**src/rtl/stream_recv_if.sv**
```systemverilog
// AXI4-Stream handshake bundle between a DMA source and the receive controller.
interface stream_recv_if #(
    parameter int DW = 32
);
    logic          src_valid;
    logic [DW-1:0] src_data;
    logic          src_last;
    logic          src_ready;

    modport master (
        output src_valid,
        output src_data,
        output src_last,
        input  src_ready
    );

    modport slave (
        input  src_valid,
        input  src_data,
        input  src_last,
        output src_ready
    );
endinterface

```
**src/rtl/stream_recv_ctrl.sv**
```systemverilog
// Input-side stream receiver: stores one frame of beats into a local buffer and
// pulses recv_fin once the last word has been written.
module stream_recv_ctrl #(
    parameter int DW = 32,
    parameter int AW = 8
) (
    input  logic          clk,
    input  logic          rst,
    input  logic          start,
    input  logic [AW-1:0] fin,
    input  logic          en,
    stream_recv_if.slave  src,
    output logic          mem_we,
    output logic [AW-1:0] mem_addr,
    output logic [DW-1:0] mem_wdata,
    output logic          recv_busy,
    output logic          recv_fin,
    output logic          err_len
);

    typedef enum logic [1:0] {
        IDLE  = 2'd0,
        RECV  = 2'd1,
        FLUSH = 2'd2,
        DONE  = 2'd3
    } state_t;

    state_t        state_r;
    logic [AW-1:0] cnt_r;
    logic [AW-1:0] fin_q_r;
    logic          acc_s;

    // Ready only while a frame is open; en pauses the source without losing beats.
    assign src.src_ready = ((state_r == RECV) || (state_r == FLUSH)) ? en : 1'b0;
    assign acc_s         = src.src_valid & src.src_ready;
    assign recv_busy     = (state_r != IDLE);

    // Receive FSM with registered buffer-write and completion outputs.
    always_ff @(posedge clk) begin
        if (rst) begin
            state_r   <= IDLE;
            cnt_r     <= '0;
            fin_q_r   <= '0;
            mem_we    <= 1'b0;
            mem_addr  <= '0;
            mem_wdata <= '0;
            recv_fin  <= 1'b0;
            err_len   <= 1'b0;
        end else begin
            mem_we   <= 1'b0;
            recv_fin <= 1'b0;
            case (state_r)
                IDLE: begin
                    if (start) begin
                        state_r <= RECV;
                        fin_q_r <= fin;
                        cnt_r   <= '0;
                        err_len <= 1'b0;
                    end else begin
                        state_r <= IDLE;
                    end
                end
                RECV: begin
                    if (acc_s) begin
                        mem_we    <= 1'b1;
                        mem_addr  <= cnt_r;
                        mem_wdata <= src.src_data;
                        // Wraps only on the exit beat of a full-buffer frame, so it is harmless.
                        cnt_r     <= cnt_r + AW'(1);
                        if (src.src_last) begin
                            state_r <= DONE;
                            if (cnt_r != fin_q_r) begin
                                err_len <= 1'b1;
                            end else begin
                                err_len <= err_len;
                            end
                        end else if (cnt_r == fin_q_r) begin
                            state_r <= FLUSH;
                            err_len <= 1'b1;
                        end else begin
                            state_r <= RECV;
                        end
                    end else begin
                        state_r <= RECV;
                    end
                end
                FLUSH: begin
                    if (acc_s && src.src_last) begin
                        state_r <= DONE;
                    end else begin
                        state_r <= FLUSH;
                    end
                end
                DONE: begin
                    recv_fin <= 1'b1;
                    state_r  <= IDLE;
                end
                default: begin
                    state_r <= IDLE;
                end
            endcase
        end
    end

endmodule
```
**src/flat_wrapper.sv**
```systemverilog
// flat-port wrapper written by rule: the top's interface ports become plain ports
module stream_recv_ctrl_flat 
#(
    parameter int DW = 32,
    parameter int AW = 8
)
  (clk, rst, start, fin, en, mem_we, mem_addr, mem_wdata, recv_busy, recv_fin, err_len, src_src_valid, src_src_data, src_src_last, src_src_ready);
  stream_recv_if #(.DW(DW)) src_i ();
  input  logic clk;
  input  logic rst;
  input  logic start;
  input  logic [AW-1:0] fin;
  input  logic en;
  output logic mem_we;
  output logic [AW-1:0] mem_addr;
  output logic [DW-1:0] mem_wdata;
  output logic recv_busy;
  output logic recv_fin;
  output logic err_len;
  input wire logic [$bits(src_i.src_valid)-1:0] src_src_valid;
  input wire logic [$bits(src_i.src_data)-1:0] src_src_data;
  input wire logic [$bits(src_i.src_last)-1:0] src_src_last;
  output wire logic [$bits(src_i.src_ready)-1:0] src_src_ready;
  assign src_i.src_valid = src_src_valid;
  assign src_i.src_data = src_src_data;
  assign src_i.src_last = src_src_last;
  assign src_src_ready = src_i.src_ready;
  stream_recv_ctrl #(.DW(DW), .AW(AW)) u_core (.clk(clk), .rst(rst), .start(start), .fin(fin), .en(en), .src(src_i), .mem_we(mem_we), .mem_addr(mem_addr), .mem_wdata(mem_wdata), .recv_busy(recv_busy), .recv_fin(recv_fin), .err_len(err_len));
endmodule
```
**config.mk**
```make
export PLATFORM = sky130hd
export DESIGN_NAME = stream_recv_ctrl_flat
export DESIGN_NICKNAME = d
export VERILOG_FILES = /design/src/rtl/stream_recv_if.sv /design/src/rtl/stream_recv_ctrl.sv /design/src/flat_wrapper.sv
export SDC_FILE = /design/constraint.sdc
export NUM_CORES = 1
export LEC_CHECK = 0
export CAP_MARGIN = 20
export CORE_MARGIN = 5
export CORE_UTILIZATION = 55
export CTS_CLUSTER_SIZE = 28
export DETAILED_ROUTE_END_ITERATION = 16
export DONT_BUFFER_PORTS = 1
export PLACE_DENSITY_LB_ADDON = 0.15
export SYNTH_ARGS = -nofsm -noshare
export SYNTH_HDL_FRONTEND = slang
export SYNTH_SLANG_ARGS = --single-unit
```
**constraint.sdc**
```tcl
create_clock -name clk -period 2.75 [get_ports clk]
set_input_delay 0.825 -clock clk [delete_from_list [all_inputs] [get_ports clk]]
set_output_delay 0.825 -clock clk [all_outputs]
set_load 0.02 [all_outputs]
```
[Word level (Yosys, flattened, before mapping)]
Cells that the tools add are included.
W data, S select, Z words.
Cells by class
  reduce and logical (&&, ||, !) cells: 10
  bitwise gates (word level): 2
  $mul: 0
  eq/ne operators: 9
  $lt $le $gt $ge: 0
  shift operators: 0
  divide/modulo/power cells: 0
  mux-type cells: 18
  add/subtract/negate cells: 1
Operators with widths (number)
  $mux W8: 2
  $pmux W8 S2: 1
  $mux W1: 10
  $add A8 B1 Y8 const B: 1
  $eq A8 B8 Y1: 1
  $ne A8 B8 Y1: 1
  $pmux W2 S4: 1
  $mux W2: 3
  $ne A3 B3 Y1 const B: 2
  $reduce_and A5 Y1: 1
  $eq A2 B2 Y1 const B: 2
  $reduce_and A2 Y1: 2
  $reduce_bool A2 Y1: 2
  $reduce_and A3 Y1: 1
  $eq A2 B1 Y1 const B: 1
  $logic_not A2 Y1: 1
  $ne A2 B1 Y1 const B: 1
  $ne A2 B2 Y1 const B: 1
  $pmux W1 S2: 1
  $reduce_or A2 Y1: 1
  $and A1 B1 Y1: 1
  $logic_and A1 B1 Y1: 1
  $logic_or A1 B1 Y1: 1
  $not A1 Y1: 1
Word-level totals
  bits in latches: 0
  bits in registers: 61
  bits in writable memories: 0
  logic and storage cells: 48
  memories: 0
  memory bits (read-only): 0

[Depth between registers and ports, before layout]
Gate-level depths: netlist of run 1.
  depth in word-level cells: 7
  gate-level depth with buffers: 8
  gate-level depth less buffers: 6

[Worst setup path after synthesis of run 1]
OpenSTA, ideal clock, no wires.
  path type: input-to-reg
  from: input src_src_valid
  to: register u_core.cnt_r[5]
  stages: 5
  arrival: 1.937 ns
  required time: 2.678 ns
  path slack: 0.741 ns
  path buffers: 1
  path through: nand3_1 > a21o_1 > buf_6 > or4_1 > a21oi_1
Between the ends
  longest elaborated chain between the ends: 3
RTL lines
  from (decl): RTL line flat_wrapper.sv:20  | input wire logic [$bits(src_i.src_valid)-1:0] src_src_valid;
  $and A1 B1 Y1: RTL line stream_recv_ctrl.sv:35  | assign acc_s = src.src_valid & src.src_ready;
  $ne A2 B1 Y1 (no line)
  $reduce_and A3 Y1 (no line)
  to (signal assigned): RTL line stream_recv_ctrl.sv:69  | cnt_r <= cnt_r + AW'(1);
  to (decl): RTL line stream_recv_ctrl.sv:29  | logic [AW-1:0] cnt_r;
Every way passes these cells.
A chain may end at the register's enable or synchronous reset.

[Final worst setup path of run 1]
  from: register u_core.state_r[0]
  to: output recv_busy
Between the ends
  longest elaborated chain between the ends: 1
RTL lines
  from (decl): RTL line stream_recv_ctrl.sv:28  | state_t state_r;
  from (signal assigned): RTL line stream_recv_ctrl.sv:41  | state_r <= IDLE;
  from (signal assigned): RTL line stream_recv_ctrl.sv:55  | state_r <= RECV;
  from (signal assigned): RTL line stream_recv_ctrl.sv:60  | state_r <= IDLE;
  $reduce_bool A2 Y1: RTL line stream_recv_ctrl.sv:36  | assign recv_busy = (state_r != IDLE);
  to (decl): RTL line flat_wrapper.sv:17  | output logic recv_busy;
Every way passes these cells.

==> run_results.csv, run 1 <==
group,metric,value,unit
power,p_seq_frac,0.513,
die,die_y,76.5,µm
logic_synthesis,synthFlopType,"dfxtp_1",
timing,max_freq,439,MHz
clock_tree,cts_buffers,9,
place,routabilityCongestion,0.866,
power,pwr-share-comb,0.050,
logic_synthesis,yosysMostFrequentCell,"nand2_1",
clock_tree,cts_root_buffer,"clkbuf_8",
timing,fin_ws,472,ps
power,clkPwrFrac,0.437,
critical_path,end_kind,"output pin",
finish,drive_above_1_share,0.0738,
critical_path,cp-start-kind,"flop",
routing,wl_met3,424,µm
logic_synthesis,synth.avg_cell_area,8.07,µm²
routing,wl_per_cell,15.3,µm
logic_synthesis,syn_inst,301,
finish,nNetsFinal,345,
finish,syn2layout_area_growth,8.14,%
timing,rsz0062_at_grt,"false",
finish,nFillCells,414,
routing,drc,0,
timing,post-route-min-period,2280,ps
clock_tree,cts_sinks,61,
timing,setup_viol,0,
power,powerDensity,685,mW/mm²
critical_path,cp_max_fo,11,
global_routing,grt_pass1_vias,1911,
finish,n_antenna_cell,0,
clock_tree,htreeDepth,3,
global_routing,antenna_found_initial,0,
global_routing,grt_start_max_net_pins,55,
status,run_status,"finished clean",
run,cap_viol_max_count,0,
routing,drt-total-wl,5350,µm
die,core,0.00432,mm²
routing,ant_nets,0,
place,place_ws,572,ps
global_routing,globalRouteOverflowTotal,0,
routing,initialDrtViolationCount,138,
clock_tree,cts_buffer_depth,2,
logic_synthesis,async_reset_ff_frac,0,
routing,top_layer,"met4",
logic_synthesis,netlist_area,0.00243,mm²
logic_synthesis,yosys.area.top_type,"dfxtp_1",
power,leakagePower,0.935,nW
timing,fin_crit_sh,0.828,
timing,hold_viol,0,
clock_tree,post_cts_resized,0,
timing,finalSetupTns,0,ps
die,die_w,76.5,µm
finish,multi_input_area,0.00109,mm²
routing,drt_pass1_iterations,4,
clock_tree,clk_pin_slew_worst_paths,60,ps
logic_synthesis,ys_seq_elements,61,
power,p_sw_frac,0.226,
timing,skew,5.09,ps
timing,fin_hold_ws,468,ps
critical_path,crit_type,"flop to output pin",
finish,register_area,0.00122,mm²
routing,routedLengthMet1,2360,µm
place,hpwl,3660,µm
timing,maxSlewViolCount,0,
die,die_area,0.00584,mm²
clock_tree,clkLatencyLatePin,320,ps
logic_synthesis,synth_edf_count,0,
power,ir_drop,430,µV
min_path,hp-class,"flop to flop",
place,port_buffers,0,
logic_synthesis,synth_cell_type_count,35,
place,dp.cells,335,
logic_synthesis,ys_seq_area_frac,0.503,
finish,layout.cells.non_filler,350,
critical_path,critPathArrivalTime,1450,ps
routing,drt-vias-per-instance,5.59,
logic_synthesis,yosys_warnings,0,
logic_synthesis,synth_nets,352,
clock_tree,cts_setup_buffers,0,
logic_synthesis,netlist.area_leader.share,0.503,
power,power.switching,0.406,mW
die,placement_rows,24,
global_routing,grt_use_total,0.184,
power,intPower,1.39,mW
global_routing,grt_pass1_wl,8890,µm
logic_synthesis,synth_area_leaders,"dfxtp_1 (50%), nand2_1 (14%), a21oi_1 (11%), xor2_1 (2.9%), nand3_1 (2.7%)",
clock_tree,cts_tree,"built",
logic_synthesis,synth_commonest_cells,"nand2_1 (93), dfxtp_1 (61), a21oi_1 (54)",
die,initial_core_util,0.562,
critical_path,required,1930,ps
timing,tightestPinTransition,688,ps
clock_tree,postCtsHoldBufs,0,
timing,relSlewSlack,0.537,
routing,wl_met2,2510,µm
routing,vias,1956,
die,ios,91,
## cells in the final DEF, fill, tap and decap left out
cell type | Yosys | routed
nand2_1 | 93 | 93
a2111oi_0 | 1 | 1
mux2i_1 | 1 | 1
nor2_2 | 0 | 1
nand2_2 | 1 | 1
clkinv_2 | 0 | 2
a211oi_1 | 3 | 3
o21ai_1 | 1 | 1
clkbuf_8 | 0 | 11
o32ai_1 | 1 | 1
nand4_1 | 1 | 1
and3_1 | 1 | 1
nor3_1 | 1 | 1
bufinv_16 | 0 | 1
clkinvlp_4 | 0 | 1
inv_1 | 8 | 8
or4_1 | 3 | 3
xnor2_1 | 3 | 3
a21oi_1 | 54 | 54
buf_4 | 1 | 3
nand3_1 | 13 | 13
ha_1 | 5 | 5
a221o_1 | 1 | 1
nor2b_1 | 1 | 1
o221a_2 | 1 | 1
nor4_1 | 2 | 2
o2111ai_1 | 1 | 1
and2_1 | 2 | 2
o221ai_1 | 1 | 1
o31ai_1 | 3 | 3
dfxtp_1 | 61 | 61
a21o_1 | 1 | 1
xor2_1 | 8 | 8
a31oi_1 | 1 | 1
nor2_1 | 6 | 5
nor4_2 | 1 | 1
## metal layers
metal	track usage	up-vias
met4	0.0909	0
met1	0.229	898
li1	-	988
met2	0.282	64
met3	0.0650	6
met5	0	-
## registers in the layout, summed over array words and instances, names as in the netlist, named ones only
| register | flops |
|---|---|
| u_core.mem_wdata | 32 |
| u_core.cnt_r | 8 |
| u_core.fin_q_r | 8 |
| u_core.mem_addr | 8 |
| u_core.err_len | 1 |
| u_core.mem_we | 1 |
| u_core.recv_fin | 1 |
| u_core.state_r | 1 |
## power by group through the flow
| stage | combinational [mW] | clock (mW) | sequential (mW) |
|---|---|---|---|
| global placement | 0.0876 | 0 | 0.941 |
| CTS | 0.0904 | 0.806 | 0.922 |
| floorplan | 0.0911 | 0 | 0.938 |
| detailed placement | 0.0901 | 0 | 0.942 |
| global route | 0.101 | 0.854 | 0.923 |
| finish | 0.0900 | 0.786 | 0.922 |
## path summary, 6_finish.rpt
kind                          start           endpoint  slack (ps)  cells past startpoint
setup / recovery  u_core.state_r[0]          recv_busy         470                      3
hold / removal    u_core.fin_q_r[5]  u_core.fin_q_r[5]         470                      2
setup reg to reg  u_core.state_r[0]     u_core.err_len         560                      6
hold reg to reg   u_core.fin_q_r[5]  u_core.fin_q_r[5]         470                      2
## cell families after synthesis
kind of cell,after synthesis,share of synthesized area
AOI/OAI and AO/OA,69,0.161
xor gates and xnor gates,11,0.0397
adders and majority gates,5,0.0258
buffers and inverters,29,0.0500
DFF,61,0.503
muxes,1,0.00412
and+or+nand+nor,125,0.217
## layout make-up
class	instances	share of cell area
Sequential cell	61	0.465
Clock inverter	4	0.0181
Tap cell	52	0.0248
Inverter	8	0.0114
Timing Repair Buffer	3	0.00858
Clock buffer	11	0.0576
Multi-Input combinational cell	211	0.414
## through the flow
step | instance area, µm² | power, mW | util
6_report | 2630 | 1.80 | 0.607
3_5_place_dp | 2430 | 1.03 | 0.561
5_1_grt | 2630 | 1.88 | 0.607
3_3_place_gp | 2430 | 1.03 | 0.561
4_1_cts | 2630 | 1.82 | 0.607
2_1_floorplan | 2430 | 1.03 | -
## critical path, cell delays in order, from the launching register on
cell and delay (ps):
dfxtp_1 400, inv_1 90, ha_1 350, inv_1 280
Note: power is estimated with default switching activity, not from simulation.
==> run 2: changes to the inputs <==
- clock period: 2.75 -> 2.3 ns (I/O delays scaled with it)
==> run 2 against run 1 <==
Sequential share of layout area down 1.5 points; first-iteration DRC count down 20%; count of clock-buffer cells in the layout down 1.
==> run_results.csv, run 2 (synthesis results as in run 1) <==
group,metric,value,unit
status,run_status,"finished clean",
routing,drc,0,
critical_path,r2r_cells,6,
critical_path,rrSetupSlack,300,ps
finish,nNetsFinal,348,
global_routing,grt_start_max_net_pins,55,
critical_path,crit_type,"flop to output pin",
min_path,hp-class,"input port to flop",
finish,final_util,0.628,
timing,hold_viol,0,
place,hpwl,3660,µm
clock_tree,cts_tree,"built",
finish,drive_above_1_share,0.0828,
global_routing,grt_use_total,0.189,
timing,fin_crit_sh,0.930,
finish,most-common-layout-cells,"nand2_1 (93), dfxtp_1 (61), a21oi_1 (54), nand3_1 (13), clkbuf_8 (9)",
clock_tree,postCtsHoldBufs,0,
clock_tree,cts_buffers,9,
critical_path,r2r-end,"u_core.cnt_r[7]",
global_routing,grt_pass1_vias,1868,
clock_tree,cts_setup_buffers,0,
finish,final_common_cell,"nand2_1",
critical_path,cp-start-kind,"flop",
clock_tree,post_cts_resized,0,
die,core,0.00432,mm²
finish,nFillCells,392,
critical_path,required,1610,ps
power,power.switching,0.510,mW
power,powerDensity,867,mW/mm²
finish,largest_reg_flops,32,
global_routing,grt_pass1_wl,9070,µm
timing,maxSlewViolCount,0,
finish,syn2layout_area_growth,11.7,%
routing,vias,1961,
routing,drt-total-wl,5380,µm
place,port_buffers,0,
clock_tree,cts_sinks,61,
power,intPower,1.84,mW
min_path,min_path_cells,1,
die,ios,91,
routing,drt_pass1_iterations,4,
timing,relSlewSlack,0.714,
global_routing,antenna_found_initial,0,
finish,n_antenna_cell,0,
run,cap_viol_max_count,0,
routing,ant_nets,0,
critical_path,end_kind,"output pin",
timing,max_freq,467,MHz
power,ir_drop,447,µV
clock_tree,clk_pin_slew_worst_paths,70,ps
timing,setup_viol,0,
finish,top_register,"u_core.mem_wdata",
power,clkPwrFrac,0.481,
routing,initialDrtViolationCount,111,
die,placement_rows,24,
critical_path,critPathArrivalTime,1450,ps
min_path,hp-start,"rst",
global_routing,globalRouteOverflowTotal,0,
power,p_sw_frac,0.217,
routing,wl_per_cell,15.2,µm
clock_tree,cts_buffer_depth,2,
power,p_seq_frac,0.468,
die,die_area,0.00584,mm²
timing,post-route-min-period,2140,ps
min_path,holdPathEnd,"u_core.mem_wdata[31]",
clock_tree,htreeDepth,3,
die,die_w,76.5,µm
place,routabilityCongestion,0.862,
routing,drt-vias-per-instance,5.54,
clock_tree,clkLatencyLatePin,330,ps
power,pwr-share-comb,0.050,
timing,rsz0062_at_grt,"false",
clock_tree,cts_root_buffer,"clkbuf_8",
timing,tightestPinTransition,418,ps
timing,finalSetupTns,0,ps
die,initial_core_util,0.562,
timing,skew,6.22,ps
power,leakagePower,0.974,nW
critical_path,cp_max_fo,10,
die,die_y,76.5,µm
## run 2: final cells by class
cell class | instances | area (µm²) | area share
Inverter | 8 | 30.0 | 0.0111
Clock buffer | 10 | 128 | 0.0470
Multi-Input combinational cell | 211 | 1090 | 0.401
Sequential cell | 61 | 1220 | 0.450
Timing Repair Buffer | 6 | 70.1 | 0.0258
Tap cell | 52 | 65.1 | 0.0240
Clock inverter | 6 | 111 | 0.0410
## run 2: power by group through the flow
| stage | clock network, mW | logic [mW] | registers (mW) |
|---|---|---|---|
| finish | 1.13 | 0.119 | 1.10 |
| global route | 1.21 | 0.133 | 1.10 |
| detailed placement | 0 | 0.119 | 1.13 |
| CTS | 1.16 | 0.119 | 1.10 |
| floorplan | 0 | 0.109 | 1.12 |
| global placement | 0 | 0.116 | 1.13 |
## run 2: worst max-delay path by stage
stage / start / endpoint / slack (ps) / depth (start not counted)
after CTS: u_core.state_r[0] / recv_busy / 160 / 4
after detailed placement: flop / u_core.cnt_r[6] / 340 / 6
after global placement: flop / u_core.cnt_r[5] / 390 / 6
final: u_core.state_r[0] / recv_busy / 160 / 4
after floorplan: u_core.state_r[0] / u_core.cnt_r[5] / 380 / 7
after global routing: u_core.state_r[0] / recv_busy / 80 / 4
## run 2: through the flow
stage                     setup slack [ps]  hold WS [ps]  total power [mW]  cell area, µm²  cells
after floorplan                        376           448              1.23            2430    301
after global placement                 386           454              1.24            2470    338
after detailed placement               343           461              1.24            2470    338
after CTS                              156           405              2.38            2710    354
after global routing                  81.0           406              2.45            2710    354
final                                  160           421              2.35            2710    354
## run 2: metal layers
layer | routed length (µm) | part of all wire | global-route usage
met5 | 0 | 0 | 0
met4 | 105 | 0.020 | 0.105
met1 | 2390 | 0.44 | 0.245
met2 | 2470 | 0.46 | 0.273
met3 | 416 | 0.077 | 0.0650
## run 2: worst max-delay path, cell delays in order, from the launching register on
cell	delay, ps
dfxtp_1	400
inv_1	80
ha_1	230
buf_4	180
inv_1	220
==> run 3: changes to the inputs <==
- CORE_UTILIZATION: 55 -> 35
==> run 3 against run 2 <==
Clock skew up 3.7 ps; sequential share of layout area down 0.33 points; core utilization shrank 22 points.
==> run_results.csv, run 3 (synthesis results as in run 1) <==
group,metric,value,unit
finish,nNetsFinal,348,
critical_path,critPathArrivalTime,1460,ps
clock_tree,clk_pin_slew_worst_paths,80,ps
place,port_buffers,0,
die,placement_rows,30,
finish,final_common_cell,"nand2_1",
min_path,min_path_cells,1,
critical_path,r2r_cells,5,
global_routing,grt_pass1_wl,9450,µm
global_routing,grt_use_total,0.139,
routing,drt-vias-per-instance,5.21,
timing,finalSetupTns,0,ps
routing,drt_pass1_iterations,6,
routing,drc,0,
global_routing,globalRouteOverflowTotal,0,
routing,initialDrtViolationCount,86,
power,total_power,2.29,mW
clock_tree,htreeDepth,3,
global_routing,grt_start_max_net_pins,55,
finish,drive_above_1_share,0.0861,
timing,setup_viol,0,
finish,syn2layout_area_growth,12.6,%
clock_tree,cts_tree,"built",
clock_tree,cts_sinks,61,
clock_tree,cts_buffers,9,
die,die_area,0.00870,mm²
finish,most-common-layout-cells,"nand2_1 (93), dfxtp_1 (61), a21oi_1 (54), nand3_1 (13), clkbuf_8 (10)",
critical_path,cp_max_fo,10,
global_routing,antenna_found_initial,0,
power,powerDensity,836,mW/mm²
die,initial_core_util,0.359,
timing,post-route-min-period,2150,ps
clock_tree,clkLatencyLatePin,330,ps
routing,wl_per_cell,15.8,µm
critical_path,crit_type,"flop to output pin",
timing,maxSlewViolCount,0,
clock_tree,cts_setup_buffers,0,
power,leakagePower,0.969,nW
place,hpwl,4110,µm
status,run_status,"finished clean",
routing,drt-total-wl,6030,µm
timing,tightestPinTransition,446,ps
timing,relSlewSlack,0.700,
die,ios,91,
timing,skew,9.92,ps
clock_tree,post_cts_resized,0,
place,routabilityCongestion,0.766,
finish,n_antenna_cell,0,
clock_tree,cts_buffer_depth,2,
finish,finish.instance_area,0.00273,mm²
global_routing,grt_pass1_vias,1903,
run,cap_viol_max_count,0,
die,die_w,93.3,µm
routing,vias,1989,
timing,rsz0062_at_grt,"false",
finish,top_register,"u_core.mem_wdata",
routing,ant_nets,0,
die,core,0.00676,mm²
timing,fin_hold_ws,417,ps
finish,largest_reg_flops,32,
critical_path,cp-start-kind,"flop",
timing,hold_viol,0,
critical_path,end_kind,"output pin",
clock_tree,cts_root_buffer,"clkbuf_8",
power,ir_drop,311,µV
die,die_y,93.3,µm
finish,final_util,0.405,
timing,max_freq,465,MHz
clock_tree,postCtsHoldBufs,0,
min_path,hp-class,"input port to flop",
critical_path,required,1610,ps
timing,fin_crit_sh,0.934,
finish,nFillCells,703,
place,place_area,0.00251,mm²
-- run 3: cell count changes in the layout (fill, tap and decap cells not counted) --
cell,previous run,this run
clkbuf_8,9,10
clkbuf_1,1,0
clkinv_2,1,2
bufinv_16,3,2
-- run 3: cell type report --
cell class	instances	area (µm²)	share of cell area
multi-input cells	211	1090	0.398
clock inverters	6	86.3	0.0316
clock buffers	10	138	0.0503
well taps	80	100	0.0366
flip-flops and latches	61	1220	0.447
repair buffers	6	70.1	0.0256
inverters	8	30.0	0.0110
-- run 3: path summary, 6_finish.rpt --
path | startpoint | endpoint | slack, ps
min reg2reg | u_core.fin_q_r[1] | u_core.fin_q_r[1] | 470
max reg2reg | u_core.state_r[0] | u_core.cnt_r[6] | 260
min | rst | u_core.mem_wdata[8] | 420
max | u_core.state_r[0] | recv_busy | 150
-- run 3: per-stage QoR --
stage                     worst slack [ps]  std cells
after floorplan                        376        301
after global placement                 371        366
after detailed placement               281        366
after CTS                              127        382
after global routing                  48.1        382
final                                  151        382
-- run 3: power breakdown --
part           internal [mW]  switching (mW)
sequential              1.08          0.0257
clock                  0.638           0.426
combinational         0.0470          0.0730
-- run 3: critical path, cell delays in order, from the launching register on --
cell and delay [ps]:
dfxtp_1 410, inv_1 90, ha_1 230, buf_4 180
inv_1 220
-- run 3: metal layers --
metal  share of wire  track usage  wire length [µm]  vias up
li1                -            -                 -     1003
met3           0.082       0.0555               496        4
met4          0.0073       0.0549                44        0
met2            0.48        0.223              2920       62
met1            0.43        0.166              2570      920
met5               0            0                 0        -
